==> src/rtl/xinput_reader_pkg.sv <==
// Shared definitions for the input peripheral: register map, STATUS layout
// and the debounce FSM state type.
package xinput_reader_pkg;

  localparam int unsigned DATA_W_DEFAULT    = 32;
  localparam logic [31:0] INPUT_BASE        = 32'h0000_1040;

  localparam int unsigned INPUT_STATUS_ADDR = 0;
  localparam int unsigned INPUT_SW_ADDR     = 1;

  localparam int unsigned STAT_PEND_BIT     = 0;
  localparam int unsigned STAT_LEVEL_BIT    = 1;
  localparam int unsigned STAT_SWCHG_BIT    = 2;
  localparam int unsigned STAT_CNT_LSB      = 8;

  typedef enum logic [1:0] {
    DB_IDLE,
    DB_WAIT_PRESS,
    DB_PRESSED,
    DB_WAIT_RELEASE
  } db_state_e;

endpackage

==> src/rtl/xinput_reader_xdebounce.sv <==
// Push-button synchroniser plus 4-state debounce FSM; emits a single-cycle
// press pulse when a high level has been stable long enough.
module xdebounce
  import xinput_reader_pkg::*;
#(
  parameter int unsigned DEBOUNCE_CYCLES = 1000000
) (
  input  logic clk,
  input  logic rst,
  input  logic raw,
  output logic level,
  output logic press
);

  localparam int unsigned CNT_W = $clog2(DEBOUNCE_CYCLES);
  localparam logic [CNT_W-1:0] CNT_LAST = CNT_W'(DEBOUNCE_CYCLES - 1);

  logic [1:0]       sync_q;
  logic [CNT_W-1:0] cnt_q, cnt_d;
  db_state_e        state_q, state_d;
  logic             btn;

  assign btn = sync_q[1];

  always_ff @(posedge clk) begin
    if (rst) begin
      sync_q  <= '0;
      cnt_q   <= '0;
      state_q <= DB_IDLE;
    end else begin
      sync_q  <= {sync_q[0], raw};
      cnt_q   <= cnt_d;
      state_q <= state_d;
    end
  end

  // A level reversal during either WAIT state abandons the stable-period count.
  always_comb begin
    state_d = state_q;
    cnt_d   = cnt_q;
    press   = 1'b0;
    unique case (state_q)
      DB_IDLE: begin
        if (btn) begin
          state_d = DB_WAIT_PRESS;
          cnt_d   = '0;
        end
      end
      DB_WAIT_PRESS: begin
        if (!btn) begin
          state_d = DB_IDLE;
        end else if (cnt_q == CNT_LAST) begin
          state_d = DB_PRESSED;
          press   = 1'b1;
        end else begin
          cnt_d = cnt_q + 1'b1;
        end
      end
      DB_PRESSED: begin
        if (!btn) begin
          state_d = DB_WAIT_RELEASE;
          cnt_d   = '0;
        end
      end
      DB_WAIT_RELEASE: begin
        if (btn) begin
          state_d = DB_PRESSED;
        end else if (cnt_q == CNT_LAST) begin
          state_d = DB_IDLE;
        end else begin
          cnt_d = cnt_q + 1'b1;
        end
      end
      default: state_d = DB_IDLE;
    endcase
  end

  assign level = (state_q == DB_PRESSED) || (state_q == DB_WAIT_RELEASE);

endmodule

==> src/rtl/xinput_reader.sv <==
// Memory-mapped push-button / slide-switch reader: sticky press and
// switch-change events, press counter, STATUS and SWITCH read registers.
module xinput_reader
  import xinput_reader_pkg::*;
#(
  parameter int unsigned DEBOUNCE_CYCLES = 1000000,
  parameter int unsigned DATA_W          = DATA_W_DEFAULT
) (
  input  logic              clk,
  input  logic              rst,
  input  logic              Btn3,
  input  logic [7:0]        Sw,
  input  logic              sel,
  input  logic              we,
  input  logic              addr,
  input  logic [DATA_W-1:0] data_in,
  output logic [DATA_W-1:0] data_out,
  output logic              btn_irq
);

  logic       level, press;
  logic [7:0] sw_s1_q, sw_s2_q, sw_prev_q;
  logic       pending_q, pending_d;
  logic       swchg_q, swchg_d;
  logic [7:0] cnt_q, cnt_d;
  logic       wr_stat, clr_pend, clr_cnt, clr_swchg;
  logic       unused_data_bits;

  xdebounce #(
    .DEBOUNCE_CYCLES(DEBOUNCE_CYCLES)
  ) u_deb (
    .clk  (clk),
    .rst  (rst),
    .raw  (Btn3),
    .level(level),
    .press(press)
  );

  assign wr_stat   = sel && we && (addr == 1'(INPUT_STATUS_ADDR));
  assign clr_pend  = wr_stat && data_in[STAT_PEND_BIT];
  assign clr_cnt   = wr_stat && data_in[STAT_LEVEL_BIT];
  assign clr_swchg = wr_stat && data_in[STAT_SWCHG_BIT];
  assign unused_data_bits = ^data_in[DATA_W-1:3];

  // New events win over a clear landing in the same cycle.
  always_comb begin
    pending_d = (pending_q && !clr_pend) || press;
    cnt_d     = (clr_cnt ? 8'd0 : cnt_q) + {7'd0, press};
    swchg_d   = (swchg_q && !clr_swchg) || (sw_s2_q != sw_prev_q);
  end

  always_ff @(posedge clk) begin
    if (rst) begin
      sw_s1_q   <= '0;
      sw_s2_q   <= '0;
      sw_prev_q <= '0;
      pending_q <= 1'b0;
      swchg_q   <= 1'b0;
      cnt_q     <= '0;
    end else begin
      sw_s1_q   <= Sw;
      sw_s2_q   <= sw_s1_q;
      sw_prev_q <= sw_s2_q;
      pending_q <= pending_d;
      swchg_q   <= swchg_d;
      cnt_q     <= cnt_d;
    end
  end

  always_comb begin
    data_out = '0;
    if (sel) begin
      if (addr == 1'(INPUT_STATUS_ADDR)) begin
        data_out[STAT_PEND_BIT]       = pending_q;
        data_out[STAT_LEVEL_BIT]      = level;
        data_out[STAT_SWCHG_BIT]      = swchg_q;
        data_out[STAT_CNT_LSB +: 8]   = cnt_q;
      end else begin
        data_out[7:0] = sw_s2_q;
      end
    end
  end

  assign btn_irq = pending_q;

endmodule

==> config.mk <==
export PLATFORM = sky130hd
export DESIGN_NAME = xinput_reader
export DESIGN_NICKNAME = d
export VERILOG_FILES = /design/src/rtl/xinput_reader_pkg.sv /design/src/rtl/xinput_reader_xdebounce.sv /design/src/rtl/xinput_reader.sv
export SDC_FILE = /design/constraint.sdc
export NUM_CORES = 1
export LEC_CHECK = 0
export CORE_MARGIN = 2
export CORE_UTILIZATION = 45
export DETAILED_ROUTE_END_ITERATION = 10
export PLACE_DENSITY = 0.87
export SETUP_SLACK_MARGIN = 0.1
export SYNTH_ARGS = -nofsm -noshare
export SYNTH_HDL_FRONTEND = slang
export SYNTH_SLANG_ARGS = --single-unit
export TNS_END_PERCENT = 100
==> constraint.sdc <==
create_clock -name clk -period 3.6 [get_ports clk]
set_input_delay 0.9 -clock clk [delete_from_list [all_inputs] [get_ports clk]]
set_output_delay 0.9 -clock clk [all_outputs]
set_load 0.01 [all_outputs]
==> metrics.cfg, run 1 <==
[route]
drc_errors=0
routed_wl_um=4746
drt_iter0_markers=84
drtPass1Iterations=4
avgViaCountPerCell=5.074
drt-wirelength-per-cell_um=12.11
num_vias=1989
antenna_left=0

[global_routing]
grt_pass1_vias=1726
grt-ovfl-total=0
grt_pass1_wl_um=7769
antenna_found_initial=0
grt_usage_pct=16.00
grt_max_degree=39

[clock_tree]
clock_sinks=58
insertion_delay_ns=0.32
cts_resized=0
cts_setup_buffers=0
htreeDepth=3
cts_buffers=9
clk_pin_slew_worst_paths_ns=0.06
clk_path_buf_depth=2
cts_tree=built
postCtsHoldBufs=0
root_buffer=clkbuf_8

[sta]
setup_viol=0
finalSetupTns_ns=0
maxSlewHeadroom_pct=28.95
worstMarginPinSlew_ns=1.056
whs_ns=0.4363
fmax_ghz=0.3011
fin_skew_ns=0.008334
finalHoldViolCount=0
grt_setup_unrepaired=false
fin_crit_ns=3.321
drv_slew=0
finalCritPeriodShare_pct=92.26

[layout]
nets=364
mostFrequentLayoutCell=dfxtp_1
layout-drive-gt1-share_pct=8.750
layout.cells.non_filler=392
multiInputGateArea_um2=1299
area.growth.synth_to_final_pct=21.27
fillers=467
ff_latch_area_um2=1161
fin_util_pct=56.74
final_cell_mix=dfxtp_1 (58), nor2b_1 (33), clkdlybuf4s50_1 (33)
antenna_cells=0

[logic_synthesis]
synthArstFlopShare_pct=0
ys_types=45
synth-edff-count=0
syn_area_um2=2576
synth-main-ff-cell=dfxtp_1
yosysWarnings=0
syn_avg_cell_area_um2=9.334
ys_ff_latch=58
yosysSeqAreaShare_pct=45.07
syn_inst=276

[worst_setup_path]
start_kind=input port
worst_setup_path_end_kind=output port
crit_arrival_ns=2.42
cp_max_fo=11
crit_required_ns=2.70
setup.worst_path.class=in -> out

[die]
die_width_um=79.67
ios=79
coreArea_um2=5507
start_util_pct=46.78
die_y_um=79.67
rows=27
die_area_um2=6347

[place]
routabilityCongestion=0.7928
placedCellCount=376
io_buffers=33
dp_hpwl_um=3411

[job]
drv_cap=0

[power_and_ir_drop]
peakVddDrop_mv=0.2596
p_leak_nw=1.249
p_per_area_nw_per_um2=421.2

[outcome]
status=finished clean

[hold_path]
hold_class=reg -> reg

-- flip-flops by register name, summed over array words and instances, names as in the netlist, named ones only --
name and cells:
btn_irq 1, cnt_q 8, sw_prev_q 8, sw_s1_q 8, sw_s2_q 8, swchg_q 1, u_deb.cnt_q 20, u_deb.state_q 1
u_deb.sync_q 2
-- path summary, 6_finish.rpt --
check | start | end | slack, ns | cells past startpoint
hold reg to reg | sw_s1_q[1] | sw_s2_q[1] | 0.44 | 1
setup reg to reg | u_deb.cnt_q[7] | cnt_q[6] | 0.99 | 9
setup / recovery | addr | data_out[8] | 0.28 | 5
hold / removal | sw_s1_q[1] | sw_s2_q[1] | 0.44 | 1
-- area by class of cell --
class,count,share of cell area [%]
Multi-Input combinational cell,204,41.57
Inverter,5,0.6007
Sequential cell,58,37.16
Clock buffer,11,4.525
Timing Repair Buffer,37,11.53
Tap cell,72,2.883
Clock inverter,5,1.722
-- cells in the mapped netlist (4+ instances only) --
master	count	area (µm²)
o21ai_1	4	20.02
and3_1	11	68.82
xnor2_1	6	52.55
inv_1	5	18.77
nor2b_1	33	206.5
nor2_1	21	78.83
nand3_1	17	85.08
mux2i_1	4	40.04
nand4_1	7	43.79
or3_1	4	25.02
and2_1	10	62.56
a21oi_1	8	40.04
clkbuf_1	7	26.28
buf_4	17	127.6
nand2_1	11	41.29
xor2_1	15	131.4
dfxtp_1	58	1161
-- worst max-delay path, stage by stage --
cell and delay [ns]:
clkdlybuf4s50_1 0.49, nor2b_1 0.19, buf_4 0.18, and2_1 0.13, clkdlybuf4s50_1 0.53
-- per-stage QoR --
stage               total power, mW  worst slack (ns)  instance area, µm²
floorplan                    0.7316             1.059                2633
global placement             0.7488            0.2806                2929
detailed placement           0.7509            0.2373                2929
CTS                           1.326            0.2345                3124
global route                  1.371            0.1491                3124
finish                        1.316            0.2787                3124
-- routing by layer --
metal	global-route usage (%)	vias up	routed length, µm
met4	6.724	0	64
met2	26.05	64	2299
met5	0	-	0
met3	5.430	9	287
met1	19.19	922	2094
li1	-	994	-
-- where the power goes --
part / total (mW) / switching [mW] / internal, mW
Sequential: 0.661 / 0.00637 / 0.655
Combinational: 0.0750 / 0.0372 / 0.0378
Clock: 0.580 / 0.243 / 0.336
-- logic make-up (layout without fill, tap and decap cells) --
kind of cell    count (synthesis)  in the layout  synth area share (%)
mux                             5              5                 1.991
flops                          58             58                 45.07
fa+ha+maj                       3              3                 1.457
compound gates                 27             27                 7.431
other cells                     1             16                0.1456
simple gates                  132            132                 30.06
xor+xnor                       21             21                 7.140
buf+inv                        29             58                 6.702
Power figures use the tool's default switching activity.
==> run 2, diff against run 1 <==
--- a/config.mk
+++ b/config.mk
@@ -5,11 +5,14 @@
 export SDC_FILE = /design/constraint.sdc
 export NUM_CORES = 1
 export LEC_CHECK = 0
+export CELL_PAD_IN_SITES_DETAIL_PLACEMENT = 0
+export CELL_PAD_IN_SITES_GLOBAL_PLACEMENT = 1
 export CORE_MARGIN = 2
-export CORE_UTILIZATION = 45
+export CORE_UTILIZATION = 37
 export DETAILED_ROUTE_END_ITERATION = 10
-export PLACE_DENSITY = 0.87
+export PLACE_DENSITY = 0.94
 export SETUP_SLACK_MARGIN = 0.1
+export SKIP_CTS_REPAIR_TIMING = 1
 export SYNTH_ARGS = -nofsm -noshare
 export SYNTH_HDL_FRONTEND = slang
 export SYNTH_SLANG_ARGS = --single-unit
==> constraint.sdc (replaced) <==
create_clock -name clk -period 3.6 [get_ports clk]
set_input_delay 0.9 -clock clk [delete_from_list [all_inputs] [get_ports clk]]
set_output_delay 0.9 -clock clk [all_outputs]
set_load 0.005 [all_outputs]
==> run 2 against run 1 <==
  * Global-route usage down 3.2 points
  * Combinational power down 5.6%
  * Cell count up 2.0%
  * Routed wire length down 3.2%
  * Utilization down 10 points
  * Critical path depth unchanged
  * Power up 0.99%
  * Clock power up 3%
  * Flip-flop and latch count unchanged
  * Register-to-register slack worse by 0.04 ns
  * First-iteration DRC count down 9.5%
  * Critical endpoint is now data_out[15]
  * Largest power group unchanged
==> metrics.cfg, run 2 (synthesis gave the netlist of run 1 again) <==
[power_and_ir_drop]
total_power_mw=1.329
peakVddDrop_mv=0.1533
p_leak_nw=1.243
switchingPower_uw=312.8
sequentialPowerShare_pct=49.7
p_per_area_nw_per_um2=423.3
switching_share_pct=23.54
internal_power_mw=1.016
combPwrFrac_pct=5.3
clock_power_share_pct=44.9

[worst_setup_path]
critical_path.cell_chain=clkdlybuf4s50_1 -> nor2b_1 -> buf_4 -> and2_1 -> clkdlybuf4s50_1
worstPathBufferInverterCount=3
setup.worst_path.class=in -> out
worst_setup_path_end_kind=output port
reg2reg_depth=9
r2r_end=cnt_q[4]
crit_arrival_ns=2.36
rrSetupSlack_ns=0.95
cpPeakStageDelay_ns=0.50
r2r-start=u_deb.cnt_q[7]
start_kind=input port
crit_required_ns=2.70
cp_top_family=buffers and inverters
cp_max_fo=11
crit_top_cell=clkdlybuf4s50_1
critPathSlowestCell=clkdlybuf4s50_1

[hold_path]
worstHoldEndpoint=sw_s2_q[0]
hold_path_depth=1
hold_class=reg -> reg
min_from=sw_s1_q[0]

[route]
drtPass1Iterations=4
num_vias=1909
drt_iter0_markers=76
drt-wirelength-per-cell_um=11.48
routed_wl_um=4592
drc_errors=0
antenna_left=0
avgViaCountPerCell=4.773

[clock_tree]
clk_path_buf_depth=2
cts_tree=built
cts_buffers=9
insertion_delay_ns=0.33
root_buffer=clkbuf_8
htreeDepth=3
clock_sinks=58
clk_pin_slew_worst_paths_ns=0.07

[global_routing]
grt_pass1_vias=1714
grt_usage_pct=12.78
grt_pass1_wl_um=7576
grt_max_degree=39
antenna_found_initial=0
grt-ovfl-total=0

[place]
io_buffers=33
dp_hpwl_um=3253
routabilityCongestion=0.7921
placed_cell_area_um2=2939
dpl_worst_slack_ns=0.3429

[sta]
finalSetupTns_ns=0
drv_slew=0
finalCritPeriodShare_pct=90.51
fin_skew_ns=0.01004
fin_crit_ns=3.258
maxSlewHeadroom_pct=27.78
finalHoldViolCount=0
whs_ns=0.4365
setup_viol=0
layout_setup_ws_ns=0.3417
grt_setup_unrepaired=false
fmax_ghz=0.3069
worstMarginPinSlew_ns=1.073

[job]
drv_cap=0

[layout]
regMostFlops=u_deb.cnt_q
nets=364
area.growth.synth_to_final_pct=21.86
antenna_cells=0
layout-drive-gt1-share_pct=9.063
largest_register_ffs=20
mostFrequentLayoutCell=dfxtp_1
final_cell_mix=dfxtp_1 (58), nor2b_1 (33), clkdlybuf4s50_1 (33)
design_area_um2=3139
fillers=642

[die]
rows=30
die_area_um2=7647
coreArea_um2=6756
die_width_um=87.45
die_y_um=87.45
ios=79
start_util_pct=38.13

[outcome]
status=finished clean

==> run 2: cell types whose count changed in the layout (fill, tap and decap cells not counted), sizes merged <==
cell / before / now
inv: 5 / 7
clkinv: 4 / 2
clkbuf: 11 / 9
clkinvlp: 0 / 2
==> run 2: final cells by class <==
type / instances / area [µm²] / share of cell area, %
clock buffer: 9 / 123.9 / 3.946
sequential: 58 / 1161 / 36.99
inverter: 5 / 18.77 / 0.5978
timing repair buffer: 37 / 360.3 / 11.48
tap: 80 / 100.1 / 3.189
multi-input combinational: 204 / 1299 / 41.37
clock inverter: 7 / 76.32 / 2.431
==> run 2: worst max-delay path by stage <==
stage | startpoint | end | slack (ns) | cells past startpoint
2_1_floorplan | addr | data_out[10] | 1.09 | 4
5_1_grt | addr | data_out[15] | 0.25 | 5
6_report | addr | data_out[15] | 0.34 | 5
3_3_place_gp | addr | data_out[14] | 0.33 | 5
4_1_cts | addr | data_out[15] | 0.33 | 5
3_5_place_dp | addr | data_out[15] | 0.34 | 5
==> run 2: power by group through the flow <==
stage / clock network, mW / logic (mW) / registers [mW]
after floorplan: 0 / 0.0529 / 0.674
after global placement: 0 / 0.0706 / 0.675
after detailed placement: 0 / 0.0712 / 0.676
after CTS: 0.613 / 0.0719 / 0.661
after global routing: 0.640 / 0.0793 / 0.662
final: 0.597 / 0.0708 / 0.661
==> run 2: stage by stage <==
stage	std cells	util, %
2_1_floorplan	291	-
3_3_place_gp	384	43.50
5_1_grt	400	46.46
6_report	400	46.46
3_5_place_dp	384	43.50
4_1_cts	400	46.46
==> run 2: metal layers <==
metal	share of wire [%]	track usage [%]	up-vias
li1	-	-	989
met1	46	14.29	862
met2	47	21.76	50
met3	5.6	4.929	8
met4	1.5	5.035	0
met5	0	0	-
